--- src/rtl/data_store_buffer_pkg.sv ---
// Shared definitions for the data store buffer: word-address split and pointer sizing.
package data_store_buffer_pkg;

    // Byte-address bits below the word address; only word accesses are supported.
    localparam int WORD_LSB = 2;

    // Pointer width for a power-of-two entry count (at least one bit).
    function automatic int ptr_width(input int depth);
        return (depth > 1) ? $clog2(depth) : 1;
    endfunction

endpackage

--- src/rtl/store_buffer_match.sv ---
// Youngest-first address match over the pending-store entries.
// Scans from tail-1 back toward the oldest entry; the first valid hit wins.
module store_buffer_match
    import data_store_buffer_pkg::*;
#(
    parameter int DEPTH = 4,
    parameter int AW    = 30,
    parameter int PW    = ptr_width(DEPTH)
) (
    input  logic [DEPTH-1:0] valid,
    input  logic [AW-1:0]    waddr [DEPTH],
    input  logic [PW-1:0]    tail,
    input  logic [AW-1:0]    key,
    output logic             hit,
    output logic [PW-1:0]    sel_idx
);

    logic [PW-1:0] idx;

    // Priority select: age 0 (most recent store) first, so forwarding returns the youngest data.
    always_comb begin
        hit     = 1'b0;
        sel_idx = '0;
        idx     = '0;
        for (int j = 1; j <= DEPTH; j++) begin
            idx = tail - PW'(j);
            if (!hit && valid[idx] && (waddr[idx] == key)) begin
                hit     = 1'b1;
                sel_idx = idx;
            end
        end
    end

endmodule

--- src/rtl/data_store_buffer.sv ---
// Posted-write buffer between the CPU data port and a slow data memory.
// Stores are queued and drained in order through a valid/ready write port; loads
// forward from the youngest matching pending store, else read memory.
// Optional feature macro: STORE_COALESCE_EN (merge a store into the newest entry
// when it targets the same word and that entry is not the one being presented).
module data_store_buffer
    import data_store_buffer_pkg::*;
#(
    parameter int DEPTH  = 4,
    parameter int DATA_W = 32,
    parameter int ADDR_W = 32
) (
    input  logic              clk,
    input  logic              reset,
    input  logic [ADDR_W-1:0] cpu_a,
    input  logic [DATA_W-1:0] cpu_wd,
    input  logic              cpu_we,
    output logic [DATA_W-1:0] cpu_rd,
    output logic              cpu_stall,
    output logic [ADDR_W-1:0] mem_ra,
    input  logic [DATA_W-1:0] mem_rd,
    output logic              mem_wvalid,
    input  logic              mem_wready,
    output logic [ADDR_W-1:0] mem_wa,
    output logic [DATA_W-1:0] mem_wd
);

    localparam int PW  = ptr_width(DEPTH);
    localparam int WAW = ADDR_W - WORD_LSB;

    logic [WAW-1:0]    ent_waddr [DEPTH];
    logic [DATA_W-1:0] ent_data  [DEPTH];
    logic [PW-1:0]     head;
    logic [PW-1:0]     tail;
    logic [PW:0]       count;
    logic [DEPTH-1:0]  valid;
    logic [WAW-1:0]    cpu_waddr;
    logic              full;
    logic              empty;
    logic              coalesce;
    logic              enq;
    logic              deq;
    logic              hit;
    logic [PW-1:0]     hit_idx;

    assign cpu_waddr = cpu_a[ADDR_W-1:WORD_LSB];
    assign full      = (count == (PW+1)'(DEPTH));
    assign empty     = (count == '0);

    // An entry is live when its distance from head is below the occupancy count.
    always_comb begin
        valid = '0;
        for (int i = 0; i < DEPTH; i++) begin
            valid[i] = ({1'b0, PW'(i) - head} < count);
        end
    end

`ifdef STORE_COALESCE_EN
    logic [PW-1:0] tail_m1;
    assign tail_m1  = tail - PW'(1);
    // The newest entry may absorb the store unless it is the head currently on the write port.
    assign coalesce = cpu_we & ~empty & (ent_waddr[tail_m1] == cpu_waddr) & (tail_m1 != head);
`else
    assign coalesce = 1'b0;
`endif

    // Stall depends only on occupancy, never on mem_wready, so there is no memory-to-CPU comb path.
    assign cpu_stall  = cpu_we & full & ~coalesce & ~reset;
    assign enq        = cpu_we & ~cpu_stall & ~coalesce;
    assign mem_wvalid = ~empty;
    assign deq        = mem_wvalid & mem_wready;

    assign mem_wa = {ent_waddr[head], {WORD_LSB{1'b0}}};
    assign mem_wd = ent_data[head];
    assign mem_ra = cpu_a;

    store_buffer_match #(
        .DEPTH (DEPTH),
        .AW    (WAW),
        .PW    (PW)
    ) u_match (
        .valid   (valid),
        .waddr   (ent_waddr),
        .tail    (tail),
        .key     (cpu_waddr),
        .hit     (hit),
        .sel_idx (hit_idx)
    );

    // Load data: forwarded pending store wins over memory.
    assign cpu_rd = hit ? ent_data[hit_idx] : mem_rd;

    // Pointer and occupancy update; reset drops every pending store.
    always_ff @(posedge clk) begin
        if (reset) begin
            head  <= '0;
            tail  <= '0;
            count <= '0;
        end else begin
            if (enq) tail <= tail + PW'(1);
            if (deq) head <= head + PW'(1);
            count <= count + (PW+1)'(enq) - (PW+1)'(deq);
        end
    end

    // Entry storage; contents need no reset because validity comes from the pointers.
    always_ff @(posedge clk) begin
        if (enq) begin
            ent_waddr[tail] <= cpu_waddr;
            ent_data[tail]  <= cpu_wd;
        end
`ifdef STORE_COALESCE_EN
        else if (coalesce) begin
            ent_data[tail_m1] <= cpu_wd;
        end
`endif
    end

endmodule
--- config.mk ---
export PLATFORM = sky130hd
export DESIGN_NAME = data_store_buffer
export DESIGN_NICKNAME = d
export VERILOG_FILES = /design/src/rtl/data_store_buffer_pkg.sv /design/src/rtl/store_buffer_match.sv /design/src/rtl/data_store_buffer.sv
export SDC_FILE = /design/constraint.sdc
export NUM_CORES = 1
export LEC_CHECK = 0
export ABC_AREA = 1
export BUFFER_PORTS_ARGS = -buffer_cell sky130_fd_sc_hd__buf_2
export CAP_MARGIN = 20
export CORE_MARGIN = 1.5
export CORE_UTILIZATION = 25
export CTS_CLUSTER_SIZE = 16
export DETAILED_ROUTE_END_ITERATION = 10
export PLACE_DENSITY = 0.4
export SLEW_MARGIN = 0
export SYNTH_ARGS = -nofsm -noshare
export SYNTH_HDL_FRONTEND = slang
export SYNTH_SLANG_ARGS = --single-unit
--- constraint.sdc ---
create_clock -name clk -period 5.56 [get_ports clk]
set_input_delay 0.278 -clock clk [delete_from_list [all_inputs] [get_ports clk]]
set_output_delay 0.278 -clock clk [all_outputs]
set_load 0.02 [all_outputs]
Word level (Yosys, flattened, before mapping)

Memory sizes are Yosys's and may differ from the RTL's. A register that Yosys moved wholly into a read port is not among the register bits.
Index checks and enable logic that the tools add are counted.

Flip-flop bits (word level): 127
Memory bits (writable): 128
Input port bits: 100
Output and inout port bits: 130
Word-level logic and storage cells: 101
Memories: 1

Add/subtract/negate cells: 11
Magnitude comparators: 14
Equal/unequal tests: 5
Muxes and demuxes: 39
Bitwise logic cells: 12
Reduce and logical (&&, ||, !) cells: 12

Memory list:

| memory   | depth | bits a word | rd ports | clocked after memory_dff | write ports | RTL line                | RTL |
|---|---|---|---|---|---|---|---|
| ent_data | 4     | 32          | 2        | 1                        | 1           | data_store_buffer.sv:32 | `logic [DATA_W-1:0] ent_data [DEPTH];` |

Operator list:

| cell                  | number |
|---|---|
| $mux W30              | 11 |
| $bmux W30 S2          | 5 |
| $bwmux W120           | 1 |
| $eq A30 B30 Y1        | 4 |
| $demux W30 S2         | 1 |
| $mux W32              | 1 |
| $ge A3 B3 Y1 const B  | 5 |
| $not A2 Y3            | 5 |
| $lt A2 B3 Y1          | 4 |
| $lt A2 B3 Y1 const B  | 4 |
| $mux W2               | 6 |
| $mux W1               | 10 |
| $bmux W1 S2           | 4 |
| $logic_and A1 B1 Y1   | 8 |
| $add A2 B1 Y2 const B | 2 |
| $and A1 B1 Y1         | 4 |
| $sub A1 B2 Y2 const A | 2 |
| $sub A2 B2 Y2 const A | 2 |
| $sub A2 B2 Y2 const B | 2 |
| $add A3 B1 Y3         | 1 |
| $eq A3 B3 Y1 const B  | 1 |
| $logic_not A1 Y1      | 3 |
| $logic_not A3 Y1      | 1 |
| $lt A3 B1 Y1 const B  | 1 |
| 3 further kinds       | 5 |

Logic depth before layout (Yosys ltp)

An unclocked memory read counts as a cell.

Word-level depth: 22
Gate-level depth with buffers: 25
Mapped depth without buffers: 23

Cells and area by module

A second synthesis with hierarchy kept.

Cell total of the unflattened synthesis: 2532
Area total of the unflattened synthesis: 17536.8 sq um

Modules (own cells, without submodules):

| module             | instances | cells an instance | area an instance (sq um) | seq. area each (sq um) |
|---|---|---|---|---|
| data_store_buffer  | 1         | 1166              | 11768.8                  | 7627.3 |
| store_buffer_match | 1         | 1366              | 5768.0                   | 0.0 |

Worst setup path after synthesis

Ideal clock, no wire load.

Path kind: register to register
Start: register tail[1]
End: memory ent_data[0][0], enable pin
Arrival: 3607 ps
Path slack: 1471 ps
Stages on the path, launching flop included: 7
Path buffers: 2
Clock period less this slack: 4089 ps
Path through: dfxtp_1 inv_2 buf_2 buf_2 ha_1 inv_1 nor2_1

RTL lines:

| what                   | RTL line                 | RTL |
|---|---|---|
| start, declared        | data_store_buffer.sv:34  | `logic [PW-1:0] tail;` |
| start signal, assigned | data_store_buffer.sv:100 | `if (enq) tail <= tail + PW'(1);` |
| end, declared          | data_store_buffer.sv:32  |  |

No word-level cell before the write port.

Final worst setup path

Start: register head[1]
End: output cpu_rd[16]

Cells in the longest elaborated chain, start to end: 20
Elaborated cells between the ends (all ways): 36
Those cells by class: add/sub: 4; order compare: 4; mux: 17; reduce/logical: 10; memory: 1

RTL lines:

| what                                                  | RTL line                 | RTL |
|---|---|---|
| start, declared                                       | data_store_buffer.sv:33  | `logic [PW-1:0] head;` |
| start signal, assigned                                | data_store_buffer.sv:101 | `if (deq) head <= head + PW'(1);` |
| $sub A1 B2 Y2 / $sub A2 B2 Y2 (equally long branches) | data_store_buffer.sv:54  | `valid[i] = ({1'b0, PW'(i) - head} < count);` |
| $lt A2 B3 Y1                                          | data_store_buffer.sv:54  |  |
| $bmux W1 S2                                           | store_buffer_match.sv:27 | `if (!hit && valid[idx] && (waddr[idx] == key)) begin` |
| $mux W1 (implied by the code)                         | store_buffer_match.sv:27 |  |
| $logic_and A1 B1 Y1                                   | store_buffer_match.sv:27 |  |
| $mux W1                                               | store_buffer_match.sv:27 |  |
| $logic_not A1 Y1                                      | store_buffer_match.sv:27 |  |
| $logic_and A1 B1 Y1 (2 in series)                     | store_buffer_match.sv:27 |  |
| $mux W1                                               | store_buffer_match.sv:27 |  |
| $logic_not A1 Y1                                      | store_buffer_match.sv:27 |  |
| $logic_and A1 B1 Y1 (2 in series)                     | store_buffer_match.sv:27 |  |
| $mux W1                                               | store_buffer_match.sv:27 |  |
| $logic_not A1 Y1                                      | store_buffer_match.sv:27 |  |
| $logic_and A1 B1 Y1 (2 in series)                     | store_buffer_match.sv:27 |  |
| $mux W2                                               | store_buffer_match.sv:27 |  |
| $mem_v2 Z4 W32                                        | -                        |  |
| $mux W32 *                                            | data_store_buffer.sv:91  | `assign cpu_rd = hit ? ent_data[hit_idx] : mem_rd;` |
| end, declared                                         | data_store_buffer.sv:18  | `output logic [DATA_W-1:0] cpu_rd,` |

Every way passes the cells marked *; elsewhere a longest branch is shown, timed or not. The select of a mux whose other input is x is not followed.

==> results.py <==
metrics = {
    "placed_design": {
        "dp.cells": 3244,
        "portBuffers": 223,
        "gp_congestion": 0.867,
        "hpwl_um": 44200,
    },
    "sta": {
        "setup_viol": 0,
        "post-route-period-util_pct": 92.8,
        "tightestPinTransition_ps": 986,
        "rsz0062_at_grt": "no",
        "fmax_mhz": 194,
        "hold_viol": 0,
        "relSlewSlack_pct": 34.1,
        "finClkSkew_ps": 18.7,
        "setup_tns_ps": 0,
        "period_minus_slack_ps": 5160,
        "drv_slew": 0,
    },
    "power_and_ir_drop": {
        "p_per_area_nw_per_um2": 392,
        "ir_drop_v": 0.000176,
        "switching_share_pct": 43.0,
        "switching_power_mw": 3.40,
        "pwr-share-clk_pct": 28.2,
        "pwr-share-comb_pct": 41.7,
        "sequentialPowerShare_pct": 30.1,
        "p_int_mw": 4.51,
        "leakagePower_nw": 8.59,
    },
    "cells_and_area": {
        "final_util_pct": 29.9,
        "final_nets": 2553,
        "final_common_cell": "nand2_1",
        "instances_no_fill": 3341,
        "mostFrequentLayoutCells": "nand2_1, nand3_1, edfxtp_1",
        "area_growth_pct": 18.0,
        "drive_gt1_share_pct": 13.4,
    },
    "critical_path": {
        "start_kind": "register",
        "cp.arrival_ps": 4880,
        "cpPeakStageDelay_ps": 730,
        "required_ps": 5280,
        "path_max_fanout": 64,
        "crit_type": "reg2out",
        "r2r_cells": 6,
        "cp-end-kind": "primary output",
        "slowest_stage": "dfxtp_2",
        "path_cells": "nand2_1, nand2_1, inv_1, ha_1, nand3_1, nand3_1, nand2_1, nor2_1, nor3_1, nand3_1, nor2_1, nand2_1, nand2_1, inv_2, nand2_4, nand3_1, nand3_1, nand3_1, nand2_1, buf_2",
    },
    "detailed_routing": {
        "first_iter_violations": 1623,
        "num_vias": 17100,
        "viasPerCell": 5.10,
        "wl_um": 67500,
        "wl_per_cell_um": 20.2,
        "drc": 0,
        "drt_pass1_iterations": 6,
        "drtAntennaViolNets": 0,
    },
    "synthesis": {
        "seq_area_frac_synth_pct": 44.6,
        "synth_compound_area_share_pct": 5.05,
        "synth-adder-area-share_pct": 0.850,
        "synth_xor_area_share_pct": 1.44,
        "synth_largest_area_cell": "edfxtp_1",
        "synth-simple-area-share_pct": 40.7,
        "synth.avg_cell_area_sq_um": 7.47,
        "synth_area_sq_um": 17100,
        "synthCells": 2287,
        "yosysWarnings": 0,
        "synth_area_leaders": "edfxtp_1, nand3_1, nand2_1",
        "synth.top_cell.area_share_pct": 43.6,
        "synth_top_family_by_area": "simple AND/OR/NAND/NOR gates",
        "muxShareOfSynthArea_pct": 0,
        "ys_types": 37,
        "synth-seq-cells": 257,
    },
    "die": {
        "start_util_pct": 25.3,
        "die_y_um": 264,
        "ios": 230,
        "coreArea_sq_um": 67400,
        "row_count": 95,
        "chipWidth_um": 264,
        "dieArea_sq_um": 69900,
    },
    "clock_tree": {
        "clockBufferDepth": 3,
        "cts-root-buf": "clkbuf_16",
        "cts.reportedPaths.clkPinSlew_ps": 60,
        "cts_setup_buffers": 0,
        "cts.htree.levels": 2,
        "cts_resized": 0,
        "ctsHoldBuffers": 33,
        "cts-buffers-inserted": 36,
        "cts_num_sinks": 257,
        "clk_latency_ps": 560,
        "cts_tree": "done",
    },
    "run": {
        "drv_cap": 0,
    },
    "global_routing": {
        "grt_remaining_overflow": 0,
        "antenna_found_initial": 1,
        "grt_pass1_vias": 16200,
        "grt_pass1_wl_um": 101000,
        "grt.total_usage_pct": 18.9,
        "grt_max_degree": 134,
    },
    "status": {
        "status": "finished, final reports clean",
    },
    "worst_hold_path": {
        "min_path_cells": 1,
        "hold_path_class": "in2reg",
    },
}
[per-stage QoR]
step	setup WS [ps]	instance area, sq um	hold slack (ps)	power, mW
6_report	398	20100	30.2	7.90
5_1_grt	90.9	20100	50.3	8.35
4_1_cts	442	20100	3.18	7.98
3_5_place_dp	1070	18700	495	5.70
3_3_place_gp	1050	18700	496	5.68
2_1_floorplan	1470	17100	349	4.50
[synthesized netlist by cell type]
cell type / number
a21boi_1: 1
a21oi_1: 7
a22oi_1: 30
and2_0: 1
and2_1: 1
and3_1: 1
buf_1: 9
buf_2: 55
buf_4: 49
buf_6: 9
clkbuf_1: 46
clkinv_1: 3
conb_1: 1
dfxtp_1: 9
edfxtp_1: 248
fa_1: 1
ha_1: 10
inv_1: 68
inv_2: 5
inv_4: 1
nand2_1: 716
nand2_2: 2
nand2_4: 1
nand3_1: 686
nand3_2: 4
nand4_1: 12
nor2_1: 165
nor2_2: 3
nor2_4: 2
nor2b_1: 1
nor3_1: 2
o211ai_1: 2
o21ai_0: 75
o21ai_1: 1
o22ai_1: 32
xnor2_1: 1
xor2_1: 27
[flip-flops by register name, indices dropped and copies added (netlist names), named ones only]
| signal | cells |
|---|---|
| count | 3 |
| ent_data | 128 |
| ent_waddr | 120 |
| tail | 2 |
| head | 2 |
[power by group through the flow]
stage / clock network [mW] / registers, mW / logic [mW]
after floorplan: 0 / 2.38 / 2.13
after global placement: 0 / 2.42 / 3.27
after detailed placement: 0 / 2.42 / 3.28
after CTS: 2.29 / 2.38 / 3.31
after global routing: 2.35 / 2.39 / 3.60
final: 2.23 / 2.38 / 3.29
[metal layers]
metal | wire (um) | vias up | GRT usage (%)
met4 | 1560 | 2 | 5.14
met1 | 30500 | 8186 | 25.5
met3 | 3550 | 90 | 2.38
met5 | 11 | - | 0
li1 | - | 8184 | -
met2 | 31900 | 590 | 31.6
[logic make-up (layout without fill, tap and decap cells)]
kind of cell	after synthesis	count (layout)
simple gates	1597	1597
flops	257	257
buf+inv	245	424
compound gates	148	148
xor+xnor	28	28
fa+ha+maj	11	11
other cells	1	3
[critical path: cells and delay by family, from the launching register on]
| kind | cells | cell delay [ps] |
|---|---|---|
| and+or+nand+nor | 16 | 2920 |
| DFF | 1 | 730 |
| buffers and inverters | 3 | 310 |
| adders and majority gates | 1 | 270 |
[cell type report]
class / count / area (sq um)
inverter: 77 / 292
fill: 7201 / 47200
tap: 873 / 1090
multi-input combinational: 1786 / 8270
antenna: 1 / 2.50
clock inverter: 15 / 160
clock buffer: 48 / 956
sequential: 257 / 7640
timing repair buffer: 284 / 1740
[final timing paths]
path | startpoint | slack [ps] | endpoint
worst max-delay path | head[1] | 400 | cpu_rd[16]
worst min-delay path | cpu_a[6] | 30 | ent_waddr[64]
worst max register to register | tail[1] | 2650 | ent_waddr[75]
worst min register to register | count[1] | 670 | count[2]
Power figures use the tool's default switching activity.
